$ cat config.mk
export PLATFORM = sky130hd
export DESIGN_NAME = alu_sequencer_flat
export DESIGN_NICKNAME = d
export VERILOG_FILES = /design/src/rtl/alu_sequencer_pkg.sv /design/src/rtl/alu_sequencer_if.sv /design/src/rtl/alu_sequencer_jump_unit.sv /design/src/rtl/alu_sequencer.sv /design/src/flat_wrapper.sv
export SDC_FILE = /design/constraint.sdc
export NUM_CORES = 1
export LEC_CHECK = 0
export CAP_MARGIN = 0
export CORE_UTILIZATION = 49
export CTS_BUF_LIST = sky130_fd_sc_hd__clkbuf_2 sky130_fd_sc_hd__clkbuf_4 sky130_fd_sc_hd__clkbuf_8
export CTS_CLUSTER_SIZE = 10
export DETAILED_ROUTE_END_ITERATION = 16
export GPL_TIMING_DRIVEN = 0
export PLACE_DENSITY = 0.89
export RECOVER_POWER = 100
export SYNTH_ARGS = -nofsm -noshare
export SYNTH_HDL_FRONTEND = slang
export SYNTH_SLANG_ARGS = --single-unit
$ cat constraint.sdc
create_clock -name clk -period 2.5 [get_ports clk]
set_input_delay 0.25 -clock clk [delete_from_list [all_inputs] [get_ports clk]]
set_output_delay 0.25 -clock clk [all_outputs]
set_load 0.01 [all_outputs]
$ cat src/rtl/alu_sequencer_pkg.sv
// Shared types and field positions for the Hack-style ALU sequencer.
package alu_sequencer_pkg;

  localparam int unsigned DATA_WIDTH  = 8;
  localparam int unsigned INSTR_WIDTH = 16;

  // Instruction field bit positions
  localparam int unsigned IS_C    = 15;
  localparam int unsigned A_BIT   = 12;
  localparam int unsigned COMP_HI = 11;
  localparam int unsigned COMP_LO = 6;
  localparam int unsigned DEST_HI = 5;
  localparam int unsigned DEST_LO = 3;
  localparam int unsigned JUMP_HI = 2;
  localparam int unsigned JUMP_LO = 0;

  typedef enum logic [1:0] {
    ST_FETCH = 2'd0,
    ST_READ  = 2'd1,
    ST_EXEC  = 2'd2,
    ST_WRITE = 2'd3
  } state_e;

  typedef struct packed {
    logic zx;
    logic nx;
    logic zy;
    logic ny;
    logic f;
    logic no;
  } alu_ctrl_t;

  // Low 13 bits of a C-instruction: everything the sequencer keeps in ir
  typedef struct packed {
    logic      a;
    alu_ctrl_t comp;
    logic      dest_a;
    logic      dest_d;
    logic      dest_m;
    logic [2:0] jump;  // {lt, eq, gt}
  } ctrl_t;

endpackage

$ cat src/rtl/alu_sequencer_if.sv
// Instruction-fetch and data-memory handshake bus.
interface alu_sequencer_if;
  import alu_sequencer_pkg::*;

  logic                   instr_req;
  logic [DATA_WIDTH-1:0]  instr_addr;
  logic                   instr_valid;
  logic [INSTR_WIDTH-1:0] instr_data;

  logic [DATA_WIDTH-1:0]  mem_addr;
  logic                   mem_rd;
  logic                   mem_rvalid;
  logic [DATA_WIDTH-1:0]  mem_rdata;
  logic                   mem_we;
  logic                   mem_wready;
  logic [DATA_WIDTH-1:0]  mem_wdata;

  modport master (
    output instr_req, instr_addr, mem_addr, mem_rd, mem_we, mem_wdata,
    input  instr_valid, instr_data, mem_rvalid, mem_rdata, mem_wready
  );

  modport slave (
    input  instr_req, instr_addr, mem_addr, mem_rd, mem_we, mem_wdata,
    output instr_valid, instr_data, mem_rvalid, mem_rdata, mem_wready
  );

endinterface

$ cat src/rtl/alu_sequencer_jump_unit.sv
// Result flags and jump decision for a C-instruction.
module jump_unit
  import alu_sequencer_pkg::*;
(
  input  logic [DATA_WIDTH-1:0] result,
  input  logic [2:0]            jump,
  output logic                  zr,
  output logic                  ng,
  output logic                  take
);

  // Flags from the ALU result, then the lt/eq/gt select
  always_comb begin
    zr   = (result == '0);
    ng   = result[DATA_WIDTH-1];
    take = (jump[2] & ng) | (jump[1] & zr) | (jump[0] & ~ng & ~zr);
  end

endmodule

$ cat src/rtl/alu_sequencer.sv
// Multi-cycle Hack-style control unit driving an external 8-bit ALU.
module alu_sequencer
  import alu_sequencer_pkg::*;
#(
  parameter logic [DATA_WIDTH-1:0] PC_RESET = 8'h00
) (
  input  logic                  clk,
  input  logic                  rst,
  alu_sequencer_if.master       bus,
  output logic                  alu_zx,
  output logic                  alu_nx,
  output logic                  alu_zy,
  output logic                  alu_ny,
  output logic                  alu_f,
  output logic                  alu_no,
  output logic [DATA_WIDTH-1:0] alu_x,
  output logic [DATA_WIDTH-1:0] alu_y,
  input  logic [DATA_WIDTH-1:0] alu_o,
  output logic                  retire,
  output logic [DATA_WIDTH-1:0] pc_o,
  output logic [DATA_WIDTH-1:0] a_o,
  output logic [DATA_WIDTH-1:0] d_o
);

  state_e                state;
  ctrl_t                 ir;
  logic [DATA_WIDTH-1:0] pc;
  logic [DATA_WIDTH-1:0] a_reg;
  logic [DATA_WIDTH-1:0] d_reg;
  logic [DATA_WIDTH-1:0] mdr;
  logic [DATA_WIDTH-1:0] y_reg;
  logic                  instr_req;
  logic                  mem_rd;
  logic                  mem_we;
  logic [DATA_WIDTH-1:0] mem_addr;
  logic [DATA_WIDTH-1:0] mem_wdata;

  logic                  zr;
  logic                  ng;
  logic                  take;
  ctrl_t                 fetched;
  logic                  unused_bits;

  assign fetched = ctrl_t'(bus.instr_data[A_BIT:0]);

  // Reserved opcode bits and the raw flags have no consumer in this block
  assign unused_bits = ^{bus.instr_data[IS_C-1:A_BIT+1], zr, ng};

  jump_unit u_jump (
    .result (alu_o),
    .jump   (ir.jump),
    .zr     (zr),
    .ng     (ng),
    .take   (take)
  );

  // Outputs are straight register taps
  assign {alu_zx, alu_nx, alu_zy, alu_ny, alu_f, alu_no} = ir.comp;
  assign alu_x          = d_reg;
  assign alu_y          = y_reg;
  assign pc_o           = pc;
  assign a_o            = a_reg;
  assign d_o            = d_reg;
  assign bus.instr_req  = instr_req;
  assign bus.instr_addr = pc;
  assign bus.mem_rd     = mem_rd;
  assign bus.mem_we     = mem_we;
  assign bus.mem_addr   = mem_addr;
  assign bus.mem_wdata  = mem_wdata;

  // Sequencer FSM; y_reg tracks (ir.a ? mdr : A) so alu_y stays a flop output
  always_ff @(posedge clk) begin
    if (rst) begin
      state     <= ST_FETCH;
      ir        <= '0;
      pc        <= PC_RESET;
      a_reg     <= '0;
      d_reg     <= '0;
      mdr       <= '0;
      y_reg     <= '0;
      instr_req <= 1'b1;
      mem_rd    <= 1'b0;
      mem_we    <= 1'b0;
      mem_addr  <= '0;
      mem_wdata <= '0;
      retire    <= 1'b0;
    end else begin
      retire <= 1'b0;
      case (state)
        ST_FETCH: begin
          if (bus.instr_valid) begin
            ir <= fetched;
            if (!bus.instr_data[IS_C]) begin
              a_reg  <= bus.instr_data[DATA_WIDTH-1:0];
              y_reg  <= fetched.a ? mdr : bus.instr_data[DATA_WIDTH-1:0];
              pc     <= pc + DATA_WIDTH'(1);
              retire <= 1'b1;
            end else if (fetched.a) begin
              instr_req <= 1'b0;
              mem_rd    <= 1'b1;
              mem_addr  <= a_reg;
              y_reg     <= mdr;
              state     <= ST_READ;
            end else begin
              instr_req <= 1'b0;
              y_reg     <= a_reg;
              state     <= ST_EXEC;
            end
          end
        end
        ST_READ: begin
          if (bus.mem_rvalid) begin
            mdr    <= bus.mem_rdata;
            y_reg  <= bus.mem_rdata;
            mem_rd <= 1'b0;
            state  <= ST_EXEC;
          end
        end
        ST_EXEC: begin
          if (ir.dest_d) d_reg <= alu_o;
          if (ir.dest_a) a_reg <= alu_o;
          y_reg <= ir.a ? mdr : (ir.dest_a ? alu_o : a_reg);
          // Jump target is A as it was before this instruction's write
          pc    <= take ? a_reg : pc + DATA_WIDTH'(1);
          if (ir.dest_m) begin
            mem_we    <= 1'b1;
            mem_addr  <= a_reg;
            mem_wdata <= alu_o;
            state     <= ST_WRITE;
          end else begin
            retire    <= 1'b1;
            instr_req <= 1'b1;
            state     <= ST_FETCH;
          end
        end
        ST_WRITE: begin
          if (bus.mem_wready) begin
            mem_we    <= 1'b0;
            retire    <= 1'b1;
            instr_req <= 1'b1;
            state     <= ST_FETCH;
          end
        end
        default: state <= ST_FETCH;
      endcase
    end
  end

endmodule

$ cat src/flat_wrapper.sv
// flat-port wrapper written by rule: the top's interface ports become plain ports
module alu_sequencer_flat import alu_sequencer_pkg::*;
#(
  parameter logic [DATA_WIDTH-1:0] PC_RESET = 8'h00
)
  (clk, rst, alu_zx, alu_nx, alu_zy, alu_ny, alu_f, alu_no, alu_x, alu_y, alu_o, retire, pc_o, a_o, d_o, bus_instr_req, bus_instr_addr, bus_mem_addr, bus_mem_rd, bus_mem_we, bus_mem_wdata, bus_instr_valid, bus_instr_data, bus_mem_rvalid, bus_mem_rdata, bus_mem_wready);
  alu_sequencer_if bus_i ();
  input  logic clk;
  input  logic rst;
  output logic alu_zx;
  output logic alu_nx;
  output logic alu_zy;
  output logic alu_ny;
  output logic alu_f;
  output logic alu_no;
  output logic [DATA_WIDTH-1:0] alu_x;
  output logic [DATA_WIDTH-1:0] alu_y;
  input  logic [DATA_WIDTH-1:0] alu_o;
  output logic retire;
  output logic [DATA_WIDTH-1:0] pc_o;
  output logic [DATA_WIDTH-1:0] a_o;
  output logic [DATA_WIDTH-1:0] d_o;
  output wire logic [$bits(bus_i.instr_req)-1:0] bus_instr_req;
  output wire logic [$bits(bus_i.instr_addr)-1:0] bus_instr_addr;
  output wire logic [$bits(bus_i.mem_addr)-1:0] bus_mem_addr;
  output wire logic [$bits(bus_i.mem_rd)-1:0] bus_mem_rd;
  output wire logic [$bits(bus_i.mem_we)-1:0] bus_mem_we;
  output wire logic [$bits(bus_i.mem_wdata)-1:0] bus_mem_wdata;
  input wire logic [$bits(bus_i.instr_valid)-1:0] bus_instr_valid;
  input wire logic [$bits(bus_i.instr_data)-1:0] bus_instr_data;
  input wire logic [$bits(bus_i.mem_rvalid)-1:0] bus_mem_rvalid;
  input wire logic [$bits(bus_i.mem_rdata)-1:0] bus_mem_rdata;
  input wire logic [$bits(bus_i.mem_wready)-1:0] bus_mem_wready;
  assign bus_instr_req = bus_i.instr_req;
  assign bus_instr_addr = bus_i.instr_addr;
  assign bus_mem_addr = bus_i.mem_addr;
  assign bus_mem_rd = bus_i.mem_rd;
  assign bus_mem_we = bus_i.mem_we;
  assign bus_mem_wdata = bus_i.mem_wdata;
  assign bus_i.instr_valid = bus_instr_valid;
  assign bus_i.instr_data = bus_instr_data;
  assign bus_i.mem_rvalid = bus_mem_rvalid;
  assign bus_i.mem_rdata = bus_mem_rdata;
  assign bus_i.mem_wready = bus_mem_wready;
  alu_sequencer #(.PC_RESET(PC_RESET)) u_core (.clk(clk), .rst(rst), .bus(bus_i), .alu_zx(alu_zx), .alu_nx(alu_nx), .alu_zy(alu_zy), .alu_ny(alu_ny), .alu_f(alu_f), .alu_no(alu_no), .alu_x(alu_x), .alu_y(alu_y), .alu_o(alu_o), .retire(retire), .pc_o(pc_o), .a_o(a_o), .d_o(d_o));
endmodule
# Word level (Yosys, flattened, before mapping)
# Index checks and enable logic that the tools add are counted.
dict set report op_classes {
  n_eq_ne 11
  reduce_logical 18
  bitwise 8
  add_sub_neg 1
  muxes 45
}
# operator n
set ops {}
lappend ops {{8-bit 2-to-1 mux} 16}
lappend ops {{8-bit one-hot mux with 2 select lines} 3}
lappend ops {{8-bit one-hot mux with 3 select lines} 1}
lappend ops {{5-bit AND reduction} 3}
lappend ops {{1-bit 2-to-1 mux} 14}
lappend ops {{2-bit != test, second input constant} 7}
lappend ops {{2-bit 2-to-1 mux} 6}
lappend ops {{3-bit AND reduction} 3}
lappend ops {{8-bit by 1-bit adder with 8-bit output, second input constant} 1}
lappend ops {{8-bit zero test} 1}
lappend ops {{2-bit one-hot mux with 4 select lines} 1}
lappend ops {{2-bit AND reduction} 4}
lappend ops {{1-bit one-hot mux with 3 select lines} 2}
lappend ops {{2-bit nonzero test} 3}
lappend ops {{3-bit nonzero test} 2}
lappend ops {{1-bit bitwise AND} 4}
lappend ops {{2-bit == test, second input constant} 2}
lappend ops {{1-bit one-hot mux with 2 select lines} 2}
lappend ops {{4-bit AND reduction} 1}
lappend ops {{2-bit by 1-bit == test with 1-bit output, second input constant} 1}
lappend ops {{2-bit zero test} 1}
lappend ops {{2-bit by 1-bit != test with 1-bit output, second input constant} 1}
lappend ops {{1-bit NOT} 2}
lappend ops {{1-bit bitwise OR} 2}
dict set report totals {
  ff_bits 75
  wordCells 106
}

# Depth between registers and ports, before layout
# Gate-level depths: netlist (run 1).
dict set report depth {
  ltp_word 6
  ltp_mapped 8
  mapped_depth_nobuf 6
}

# Cells and area by module
# Synthesis (run 1) repeated with hierarchy kept, for this count alone.
dict set report hier_totals {
  hier_cells 462
  hier_area_um2 3839.9
}
# module cells_per_inst instances seq_area_each_um2 area_per_inst_um2
set modules_own_cells {}
lappend modules_own_cells {alu_sequencer 455 1 1501.4 3786.1}
lappend modules_own_cells {jump_unit 7 1 0.0 53.8}

# Least setup slack after synthesis (run 1)
# OpenSTA, ideal clock, no wires.
dict set report synth_path {
  kind {register -> register}
  start {register u_core.state[0]}
  end {register u_core.pc[0], in the netlist u_core.bus.instr_addr[0]}
  path_stages_with_launch 9
  path_buffers 2
  t_arrival_ns 1.895
  required_ns 2.426
  path_slack_ns 0.530
  cell_sequence {dfxtp_1 inv_1 ha_1 nand2b_1 clkbuf_1 and2_1 buf_1 or4_1 a31oi_1}
}
dict set report synth_between {
  elab_chain_cells 3
  word_cells_on_any_way 7
  classes_between {eq/ne (3); mux (1); reduce/logical (3)}
}
# element line_no
set synth_rtl {}
lappend synth_rtl {{start: declaration} alu_sequencer.sv:25} ;# state_e state;
lappend synth_rtl {{start signal: assignment} alu_sequencer.sv:74} ;# state <= ST_FETCH;
lappend synth_rtl {{start signal: assignment} alu_sequencer.sv:103} ;# state <= ST_READ;
lappend synth_rtl {{start signal: assignment} alu_sequencer.sv:107} ;# state <= ST_EXEC;
lappend synth_rtl {{2-bit == test or 2-bit zero test (tied branches)} alu_sequencer.sv:89} ;# case (state)
lappend synth_rtl {{2-bit nonzero test (no line) or 2-bit != test (tied branches)} -}
lappend synth_rtl {{3-bit AND reduction (no line)} -}
lappend synth_rtl {{end signal: assignment} alu_sequencer.sv:96} ;# pc <= pc + DATA_WIDTH'(1);
lappend synth_rtl {{end signal: assignment} alu_sequencer.sv:124} ;# pc <= take ? a_reg : pc + DATA_WIDTH'(1);
lappend synth_rtl {{end: declaration} alu_sequencer.sv:27} ;# logic [DATA_WIDTH-1:0] pc;
# Parallel ways exist; a longest one is shown, timed or not.
# A chain may end at the register's enable or synchronous reset.

# Final worst setup path (run 1)
# Ends and elaborated chain as after synthesis.

==> out/qor.csv, run 1 <==
metric,value,unit
cp-end-kind,flip-flop,
cts_buffers,9,
power.share.combinational,38.5,%
die_w,90.2,microns
ys_ff_latch,75,
ys_top_cells_by_area,"dfxtp_1, nand2_1, mux2i_1",
cpMostUsedCell,clkbuf_1,
cp_max_fo,10,
hold_class,in -> reg,
dieArea,8130,sq um
htree_levels,3,
clock_path_buffers,2,
hp-start,alu_o[7],
firstDrtPassIters,7,
switching_share,37.7,%
cpPeakStageDelay,0.53,ns
fmax,0.439,GHz
root_buffer,clkbuf_8,
nets,644,
cts_sinks,75,
wl,11100,microns
routedWlPerCell,15.7,microns
setup_viol,0,
postSynthAreaPerCell,7.85,sq um
final_hold_viol_count,0,
yosysWarnings,0,
hpwl,8290,microns
switchingPower,1.62,mW
io-pin-count,111,
gp_congestion,0.882,
stdcell_area,5190,sq um
grt_antenna_before_repair,0,
synth_top_area_share,39.4,%
drt_iter0_markers,297,
drv_slew,0,
clkTransAtPathRegs,0.08,ns
crit_slowest_cell,or4_1,
synthFlopType,dfxtp_1,
vdd_drop_max,0.000580,V
worstSetupStartpointType,flip-flop,
holdPathEnd,u_core.alu_x[7]$_SDFFE_PP0P_,
die_h,90.2,microns
initial_core_util,51.7,%
rows,31,
fin_setup_tns,0,ns
synth_fp_nets,528,
r2r_end,u_core.bus.instr_addr[0]$_SDFFE_PP0P_,
fin_crit,2.28,ns
rrSetupSlack,0.22,ns
area_delta_synth_final,36.3,%
yosysSeqAreaShare,39.4,%
hold_depth,3,
cap_violations,0,
fin_worst_skew,0.00607,ns
r2r-start,u_core.state[0]$_SDFFE_PP0P_,
synth_area,3810,sq um
synth_top_area_cell,dfxtp_1,
grt_pass1_vias,3718,
diodes,0,
status,finished clean,
cpLargestDelayFamily,simple AND/OR/NAND/NOR gates,
track_usage,27.2,%
port_buffers,105,
reg2regPathDepth,8,
rsz0062_at_grt,no,
cellLeakagePower,2.01,nW
num_vias,4101,
worstPathCellList,inv_1 -> ha_1 -> nand2b_1 -> clkbuf_1 -> and2_1 -> clkbuf_1 -> or4_1 -> a31oi_1,
p_int,2.67,mW
post_dp_cell_area,4980,sq um
grt_pass1_wl,18200,microns
grt_max_degree,14,
timing.critical_path.arrival,2.55,ns
synth-edff-count,0,
drc,0,
cts_setup_buffers,0,
path_buf_inv,3,
ys_types,45,
crit_required,2.78,ns
maxSlewHeadroom,55.7,%
clock_latency,0.35,ns
grt-ovfl-total,0,
finalCritPeriodShare,91.1,%
tightest_slew,0.664,ns
seq_power_share,39.0,%
synthArstFlopShare,0,%
drtAntennaViolNets,0,
p_per_area,825,nW/um^2
cts_tree,done,
critPathKind,reg -> reg,
netlist_instances,485,
vias_per_cell,5.82,
clkPwrFrac,22.5,%
core_region_area,7370,sq um
drive_above_1_share,6.60,%
## worst reg2reg max path: stages (launching register included)
cell	delay (ns)
dfxtp_1	0.41
inv_1	0.09
ha_1	0.25
nand2b_1	0.15
clkbuf_1	0.22
and2_1	0.19
clkbuf_1	0.20
or4_1	0.54
a31oi_1	0.16
## state kept, by name, summed over array words and instances (netlist names), 2 cells and up
name and flops:
u_core.bus.mem_wdata 8, u_core.ir 7, u_core.alu_y 8, u_core.alu_x 8, u_core.bus.mem_addr 8, u_core.a_o 8, u_core.state 2, u_core.mdr 8
u_core.bus.instr_addr 8
## cells by family (layout without fill, tap and decap cells)
family | Yosys count | in the layout | share of synthesized area (%)
AND/OR/NAND/NOR | 186 | 186 | 21.7
flip-flops | 75 | 75 | 39.4
buffers and inverters | 54 | 175 | 7.13
AO/OA/AOI/OAI | 137 | 137 | 22.6
multiplexers | 27 | 27 | 7.13
adder cells (fa/ha/maj) | 6 | 6 | 1.97
## how the worst max path moves through the flow
| stage | startpoint | endpoint | depth (start not counted) |
|---|---|---|---|
| after floorplan | u_core.state[0]$_SDFFE_PP0P_ | u_core.bus.instr_addr[0]$_SDFFE_PP0P_ | 8 |
| after global routing | u_core.state[0]$_SDFFE_PP0P_ | u_core.alu_y[4]$_SDFFE_PP0P_ | 7 |
| after CTS | u_core.state[0]$_SDFFE_PP0P_ | u_core.bus.mem_addr[7]$_SDFFE_PP0P_ | 8 |
| final | u_core.state[0]$_SDFFE_PP0P_ | u_core.bus.instr_addr[0]$_SDFFE_PP0P_ | 8 |
| after detailed placement | alu_o[2] | u_core.bus.instr_addr[0]$_SDFFE_PP0P_ | 5 |
| after global placement | alu_o[2] | u_core.bus.instr_addr[0]$_SDFFE_PP0P_ | 5 |
## power by group through the flow
stage	clock [mW]	combinational, mW	sequential, mW
final	0.962	1.65	1.67
after global routing	1.01	1.80	1.71
after CTS	0.957	1.71	1.68
after detailed placement	0	1.70	1.70
after global placement	0	1.65	1.69
after floorplan	0	0.878	1.73
## Yosys cell counts, types with 2 or more instances
master	number
and2_1	3
nand2b_1	3
nor2b_1	4
dfxtp_1	75
inv_1	3
nand3b_1	9
o2bb2ai_1	8
buf_4	16
ha_1	6
o211ai_1	12
clkbuf_1	26
o21ai_0	34
a211oi_1	9
and3_1	2
nor4_1	3
o311ai_0	2
mux2i_1	26
nand3_1	22
o21a_1	3
a2111oi_0	7
nand2_1	108
nand4_1	3
or4_1	2
a21oi_1	46
nor2_1	23
buf_1	6
a31oi_1	6
## per-layer routing
layer	vias to the layer above	part of all wire, %	routed length, microns	global-route usage [%]
met5	-	0	0	0
li1	1945	-	-	-
met3	36	10	1120	5.75
met4	0	2.8	313	10.9
met2	249	47	5240	45.0
met1	1871	40	4390	34.5
## stage by stage
step	util, %	std cells	power, mW	hold slack (ns)	worst slack [ns]
final	70.5	705	4.28	0.181	0.222
after global routing	70.5	705	4.52	0.180	0.0997
after CTS	70.4	705	4.35	0.170	0.198
after detailed placement	67.6	689	3.40	0.444	0.0741
after global placement	67.6	689	3.35	0.444	0.112
after floorplan	-	485	2.61	0.386	0.530
## cell type report
cell class                 instances  area (sq um)
tap                               99           124
buffer                            50           258
clock buffer                      10           138
timing repair buffer             105          1050
clock inverter                     6          63.8
inverter                           4          15.0
sequential                        75          1500
fill                             558          2180
multi-input combinational        356          2040
## what timing repair did
action	4_1_cts	5_1_grt
setup endpoints to repair	1	2
resized for setup	1	1
hold buffers	0	0
pin swaps	0	0
## cell usage in the layout (no fill, tap or decap), types with 3 or more instances in the layout
cell             netlist  final
o21a_1                 3      3
a21oi_1               46     46
nand2_1              108    108
a31oi_1                6      6
o21ai_0               34     34
a211oi_1               9      9
mux2i_1               26     26
nor2_1                23     23
clkbuf_1              26     28
clkbuf_8               0     10
nand3_1               22     22
o2bb2ai_1              8      8
buf_1                  6      3
nor2b_1                4      4
buf_4                 16     15
clkdlybuf4s50_1        0     32
nand4_1                3      3
nand2b_1               3      3
a2111oi_0              7      7
ha_1                   6      6
o211ai_1              12     12
inv_1                  3      3
nand3b_1               9      9
dfxtp_1               75     75
dlygate4sd3_1          0     73
(Power assumes the default switching activity.)
==> inputs of run 2 (changes only) <==
Settings changed: SLEW_MARGIN set to 20.
==> results of run 2 <==
Final layout, timing and power as in run 1 (identical DEF).
==> inputs of run 3 (changes only) <==
Settings changed: SLEW_MARGIN 20 to 10.
==> results of run 3 <==
Final layout, timing and power as in run 1 (identical DEF).
